## config.mk

```make
export PLATFORM = sky130hd
export DESIGN_NAME = if_fetch_flat
export DESIGN_NICKNAME = d
export VERILOG_FILES = /design/src/rtl/if_fetch_if.sv /design/src/rtl/if_fetch.sv /design/src/flat_wrapper.sv
export SDC_FILE = /design/constraint.sdc
export NUM_CORES = 1
export LEC_CHECK = 0
export CORE_UTILIZATION = 36
export CTS_CLUSTER_DIAMETER = 50
export DETAILED_ROUTE_END_ITERATION = 12
export PLACE_DENSITY_LB_ADDON = 0.08
export SLEW_MARGIN = 20
export SYNTH_ARGS = -nofsm -noshare
export SYNTH_HDL_FRONTEND = slang
export SYNTH_SLANG_ARGS = --single-unit
```

## constraint.sdc

```tcl
create_clock -name clk -period 2.6 [get_ports clk]
set_clock_uncertainty 0.2 [all_clocks]
set_input_delay 0.39 -clock clk [delete_from_list [all_inputs] [get_ports clk]]
set_output_delay 0.39 -clock clk [all_outputs]
set_load 0.02 [all_outputs]
```

## src/rtl/if_fetch_if.sv

```systemverilog
// Byte-wide read port shared between the fetch stage and the memory arbiter.
// One request in flight at a time: req/gnt handshake, then a single rvalid byte.
interface if_fetch_if;
  logic        mem_req_o;
  logic [31:0] mem_addr_o;
  logic        mem_gnt_i;
  logic        mem_rvalid_i;
  logic [7:0]  mem_rdata_i;

  modport master (
    output mem_req_o, mem_addr_o,
    input  mem_gnt_i, mem_rvalid_i, mem_rdata_i
  );

  modport slave (
    input  mem_req_o, mem_addr_o,
    output mem_gnt_i, mem_rvalid_i, mem_rdata_i
  );
endinterface

```

## src/rtl/if_fetch.sv

```systemverilog
// RV32I instruction-fetch stage: four byte reads per instruction, little-endian
// assembly, stall hold at the IF/ID boundary and branch redirect with drain.
module if_fetch #(
  parameter logic [31:0] RESET_PC = 32'h0000_0000
) (
  input  logic              clk,
  input  logic              rst,
  input  logic              stall_i,
  input  logic              branch_i,
  input  logic [31:0]       branch_target_i,
  if_fetch_if.master        mem,
  output logic [31:0]       pc_o,
  output logic [31:0]       inst_o,
  output logic              inst_valid_o
);

  typedef enum logic [1:0] {ISSUE, WAIT, HOLD, DRAIN} state_e;

  state_e      state_q,    state_d;
  logic [31:0] fetch_pc_q, fetch_pc_d;
  logic [1:0]  byte_cnt_q, byte_cnt_d;
  logic [23:0] byte_buf_q, byte_buf_d;
  logic [31:0] pc_q,       pc_d;
  logic [31:0] inst_q,     inst_d;
  logic        valid_q,    valid_d;
  logic        outstanding;

  // Request is gated by reset so nothing is issued while held in reset.
  assign mem.mem_req_o  = rst & (state_q == ISSUE);
  assign mem.mem_addr_o = {fetch_pc_q[31:2], fetch_pc_q[1:0] + byte_cnt_q};

  assign pc_o         = pc_q;
  assign inst_o       = inst_q;
  assign inst_valid_o = valid_q;

  // A byte is still owed to us after this edge if it was granted but not yet returned.
  assign outstanding = ((state_q == WAIT)  && !mem.mem_rvalid_i) ||
                       ((state_q == ISSUE) &&  mem.mem_gnt_i)    ||
                       ((state_q == DRAIN) && !mem.mem_rvalid_i);

  always_comb begin
    // NOTE: every signal gets its hold value first so no path leaves it unassigned (no latches).
    state_d    = state_q;
    fetch_pc_d = fetch_pc_q;
    byte_cnt_d = byte_cnt_q;
    byte_buf_d = byte_buf_q;
    pc_d       = pc_q;
    inst_d     = inst_q;
    valid_d    = valid_q;

    unique case (state_q)
      ISSUE: begin
        if (mem.mem_gnt_i) state_d = WAIT;
      end
      WAIT: begin
        if (mem.mem_rvalid_i) begin
          unique case (byte_cnt_q)
            2'd0: byte_buf_d[7:0]   = mem.mem_rdata_i;
            2'd1: byte_buf_d[15:8]  = mem.mem_rdata_i;
            2'd2: byte_buf_d[23:16] = mem.mem_rdata_i;
            2'd3: begin
              inst_d  = {mem.mem_rdata_i, byte_buf_q};
              pc_d    = fetch_pc_q;
              valid_d = 1'b1;
            end
          endcase
          if (byte_cnt_q == 2'd3) begin
            state_d = HOLD;
          end else begin
            byte_cnt_d = byte_cnt_q + 2'd1;
            state_d    = ISSUE;
          end
        end
      end
      HOLD: begin
        if (!stall_i) begin
          fetch_pc_d = fetch_pc_q + 32'd4;
          byte_cnt_d = 2'd0;
          valid_d    = 1'b0;
          state_d    = ISSUE;
        end
      end
      DRAIN: begin
        if (mem.mem_rvalid_i) state_d = ISSUE;
      end
    endcase

    // Redirect overrides everything; the completed-instruction registers keep their old contents.
    if (branch_i) begin
      fetch_pc_d = {branch_target_i[31:2], 2'b00};
      byte_cnt_d = 2'd0;
      pc_d       = pc_q;
      inst_d     = inst_q;
      valid_d    = 1'b0;
      state_d    = outstanding ? DRAIN : ISSUE;
    end
  end

  // NOTE: sequential state uses non-blocking assignments so every flop samples pre-edge values.
  always_ff @(posedge clk or negedge rst) begin
    if (!rst) begin
      state_q    <= ISSUE;
      fetch_pc_q <= RESET_PC;
      byte_cnt_q <= 2'd0;
      byte_buf_q <= 24'd0;
      pc_q       <= RESET_PC;
      inst_q     <= 32'd0;
      valid_q    <= 1'b0;
    end else begin
      state_q    <= state_d;
      fetch_pc_q <= fetch_pc_d;
      byte_cnt_q <= byte_cnt_d;
      byte_buf_q <= byte_buf_d;
      pc_q       <= pc_d;
      inst_q     <= inst_d;
      valid_q    <= valid_d;
    end
  end

endmodule
```

## src/flat_wrapper.sv

```systemverilog
// flat-port wrapper written by rule: the top's interface ports become plain ports
module if_fetch_flat 
#(
  parameter logic [31:0] RESET_PC = 32'h0000_0000
)
  (clk, rst, stall_i, branch_i, branch_target_i, pc_o, inst_o, inst_valid_o, mem_mem_req_o, mem_mem_addr_o, mem_mem_gnt_i, mem_mem_rvalid_i, mem_mem_rdata_i);
  if_fetch_if mem_i ();
  input  logic clk;
  input  logic rst;
  input  logic stall_i;
  input  logic branch_i;
  input  logic [31:0] branch_target_i;
  output logic [31:0] pc_o;
  output logic [31:0] inst_o;
  output logic inst_valid_o;
  output wire logic [$bits(mem_i.mem_req_o)-1:0] mem_mem_req_o;
  output wire logic [$bits(mem_i.mem_addr_o)-1:0] mem_mem_addr_o;
  input wire logic [$bits(mem_i.mem_gnt_i)-1:0] mem_mem_gnt_i;
  input wire logic [$bits(mem_i.mem_rvalid_i)-1:0] mem_mem_rvalid_i;
  input wire logic [$bits(mem_i.mem_rdata_i)-1:0] mem_mem_rdata_i;
  assign mem_mem_req_o = mem_i.mem_req_o;
  assign mem_mem_addr_o = mem_i.mem_addr_o;
  assign mem_i.mem_gnt_i = mem_mem_gnt_i;
  assign mem_i.mem_rvalid_i = mem_mem_rvalid_i;
  assign mem_i.mem_rdata_i = mem_mem_rdata_i;
  if_fetch #(.RESET_PC(RESET_PC)) u_core (.clk(clk), .rst(rst), .stall_i(stall_i), .branch_i(branch_i), .branch_target_i(branch_target_i), .mem(mem_i), .pc_o(pc_o), .inst_o(inst_o), .inst_valid_o(inst_valid_o));
endmodule
```

==> impl_results.md <==
- Worst slew pin tran: around 0.7 ns
- Power per cell area: slightly below 700 nW/um^2
- Multi-input logic area: ~2200 um^2
- Combinational share of power: 0.140
- Final Max Slew Viols: 0
- Crit path launch type: input port
- Share of post-route cells with drive strength above 1: 0.238
- Setup violators final: 0
- Core region area: between 10000 and 15000 um^2
- Crit Path Class: in2out
- Post-synth EDFFs: 0
- Remaining DRCs: 0
- Mux contribution to synthesized area: 0.182
- Arr. time, crit path: between 1.5 and 2 ns
- Sequential Area: slightly above 3000 um^2
- Required time worst endpoint: roughly 2.0 ns
- Syn Std Cell Area: between 5000 and 6000 um^2
- Synth top area cells: dfrtp_1, mux2_2, a31oi_1
- Clock latency on the worst-skew pair: ~0.42 ns
- I/O pins: 144
- IO Port Bufs: ~140
- Post-DP HPWL: between 9000 and 10000 um
- Max-Cap Viols: 0
- Width of the die: between 100 and 150 um
- Grt ovf: 0
- #FFs+latches synth: between 100 and 150
- Ant. Diodes: 0
- Longest Clk Path Bufs: 2
- Final worst slack: between 0.15 and 0.2 ns
- Initial antenna violation count: 0
- Critical-path top delay cell: clkdlybuf4s50_1
- Worst slew margin: 0.538
- Final Core Density: 0.527
- GRT Overall Usage: 0.185
- Synth Area in Compound Gates: 0.0667
- Post-CTS Resized: 0
- Clk pwr share: 0.434
- RSZ-0062 raised after global routing: false
- Die Area: between 15000 and 20000 um^2
- Peak Freq: 0.411 GHz
- Post-CTS Repair Setup Buffers: 0
- Area growth syn-to-layout: 42.9%
- Post-synth ARST share: 1.00
- Num CTS Buffers: 17
- Hold Fails Final Rpt: 0
- H-tree Lvls: 4
- Sequential Power Share: 0.426
- Period Utilization, post-route: 0.936
- FILL cells: roughly 1300
- Nets@finish: 647
- Post-synth top cells: dfrtp_1, mux2_2, nand2_1, nor2_1, o21ai_0
- WL/cell: 16.8 um
- P_leak: ~0.0033 uW
- Yosys cell types: 46
- Synth Area in Simple Gates: 0.129
- Vias in the first global route: 3976
- Clock Sinks: between 100 and 150
- Worst path cell trace: dlygate4sd3_1, buf_4, and2_1, clkdlybuf4s50_1
- Syn Area/Cell: 12.3 um^2
- Most frequent cell after synthesis: dfrtp_1
- Root Buffer: clkbuf_16
- Global-route wire length before repair: roughly 21000 um
- GP Congestion: 0.773
- CTS tree: yes
- Top-area cell type share of the netlist area: 0.565
- Initial Util: 0.369
- Slowest cell delay on critical path: around 0.63 ns
- Core Rows: 44
- Die Ht: about 120 um
- Worst-path clk slew: approximately 0.050 ns
- Crit-path max FO: 2
- Tmin final: approximately 2.4 ns
- Net Sw Frac: 0.248
- Synth Area in XOR/XNOR: 0.0180
- DRT Wirelength: between 10000 and 15000 um
- Setup crit end kind: output pin
- Syn Inst Count: 437
- Seq/Total Area, Yosys: 0.565
- Power Internal: approximately 4000 uW
- Net Sw Power: around 1300 uW
- Status: completed
- VDD IR max: ~0.36 mV
- First DRT Iteration DRCs: slightly below 200
- Area share of fa/ha/maj cells after synthesis: 0.0117
- Worst slack, placed: -0.110 ns
- Pre-antenna DRT Iters: 4
- Routed vias: 4076
- Main combinational cell family by area after synthesis: multiplexers
- Synth Flop Type: dfrtp_1
- Largest net degree at the start of global routing: between 100 and 150
- Via-to-Cell Ratio: a little over 5
- Detail Route Antenna Nets: 0
- Synth warn: 0
- Min-Delay Path Class: reg2reg
- Synth area leader: dfrtp_1
-- sequential cells by signal (all words and copies together) (netlist names) --
register,count
u_core.inst_o,32
u_core.fetch_pc_q,30
u_core.pc_o,30
u_core.byte_buf_q,24
u_core.byte_cnt_q,2
u_core.state_q,2
u_core.inst_valid_o,1
-- layout by cell type (no fill, tap or decap), types with 4 or more instances in the layout --
| master | instances |
|---|---|
| a21oi_1 | 6 |
| a31oi_1 | 16 |
| and4_1 | 4 |
| buf_4 | 21 |
| clkbuf_16 | 17 |
| clkdlybuf4s50_1 | 138 |
| clkinv_2 | 4 |
| dfrtp_1 | 121 |
| ha_1 | 5 |
| inv_1 | 7 |
| mux2_2 | 86 |
| nand2_1 | 26 |
| nand3_1 | 14 |
| nand4_1 | 9 |
| nor2_1 | 19 |
| nor3_1 | 4 |
| nor4_1 | 6 |
| o21ai_0 | 19 |
| o31ai_1 | 12 |
| or4_1 | 12 |
| xnor2_1 | 8 |
-- metal layers --
metal,vias up,GRT usage,share of wire
met5,-,0,0
met4,0,0.0655,0.012
met3,11,0.0614,0.065
met2,120,0.277,0.46
met1,2022,0.248,0.46
li1,1923,-,-
-- cell type report --
type / count / area share
clock inverters: 9 / 0.0165
multi-input cells: 285 / 0.286
clock buffers: 20 / 0.0583
well taps: 184 / 0.0300
flip-flops and latches: 121 / 0.395
repair buffers: 163 / 0.210
inverters: 8 / 0.00392
-- power groups by stage --
stage	clock network, uW	registers (uW)	logic [uW]
after global placement	0	2280	742
after detailed placement	0	2300	754
final	2310	2270	748
after global routing	2460	2300	821
after floorplan	0	2310	375
after CTS	2360	2270	759
-- through the flow --
step	hold slack (ns)	power [uW]	setup TNS [ns]	cell area (um^2)	std cells
after floorplan	-0.106	2680	0	5370	438
after global placement	0.281	3020	-0.149	7080	760
after detailed placement	0.290	3050	-0.464	7080	760
after CTS	0.304	5390	0	7660	790
after global routing	0.311	5580	0	7660	790
final	0.299	5320	0	7660	790
-- cells by family (layout without fill, tap and decap cells) --
group                    after synthesis  count (layout)
multiplexers                          87              87
adder cells (fa/ha/maj)                5               5
other                                  1               2
XOR/XNOR                              11              11
buffers and inverters                 32             200
AO/OA/AOI/OAI                         58              58
AND/OR/NAND/NOR                      122             122
flip-flops                           121             121
-- worst max-delay path: cells and delay by family --
| kind | cells | cell delay [ns] |
|---|---|---|
| simple gates | 1 | 0.13 |
| buf+inv | 3 | 1.32 |
-- path summary, 6_finish.rpt --
| path | startpoint | endpoint | slack (ns) | cells after the start |
|---|---|---|---|---|
| max reg2reg | u_core.state_q[0] | u_core.fetch_pc_q[26] | 0.19 | 4 |
| min | u_core.byte_buf_q[16] | u_core.inst_o[16] | 0.30 | 1 |
| max | rst | mem_mem_req_o | 0.17 | 4 |
| min reg2reg | u_core.byte_buf_q[16] | u_core.inst_o[16] | 0.30 | 1 |
| max in group asynchronous | rst | u_core.fetch_pc_q[11] | 1.20 | 3 |
| min in group asynchronous | rst | u_core.pc_o[21] | 0.46 | 3 |
-- what timing repair did --
| item | in CTS | in global routing |
|---|---|---|
| hold endpoints to repair | 121 | 0 |
| hold buffers | 1 | 0 |
| setup endpoints to repair | 0 | 0 |
Power figures use the tool's default switching activity.
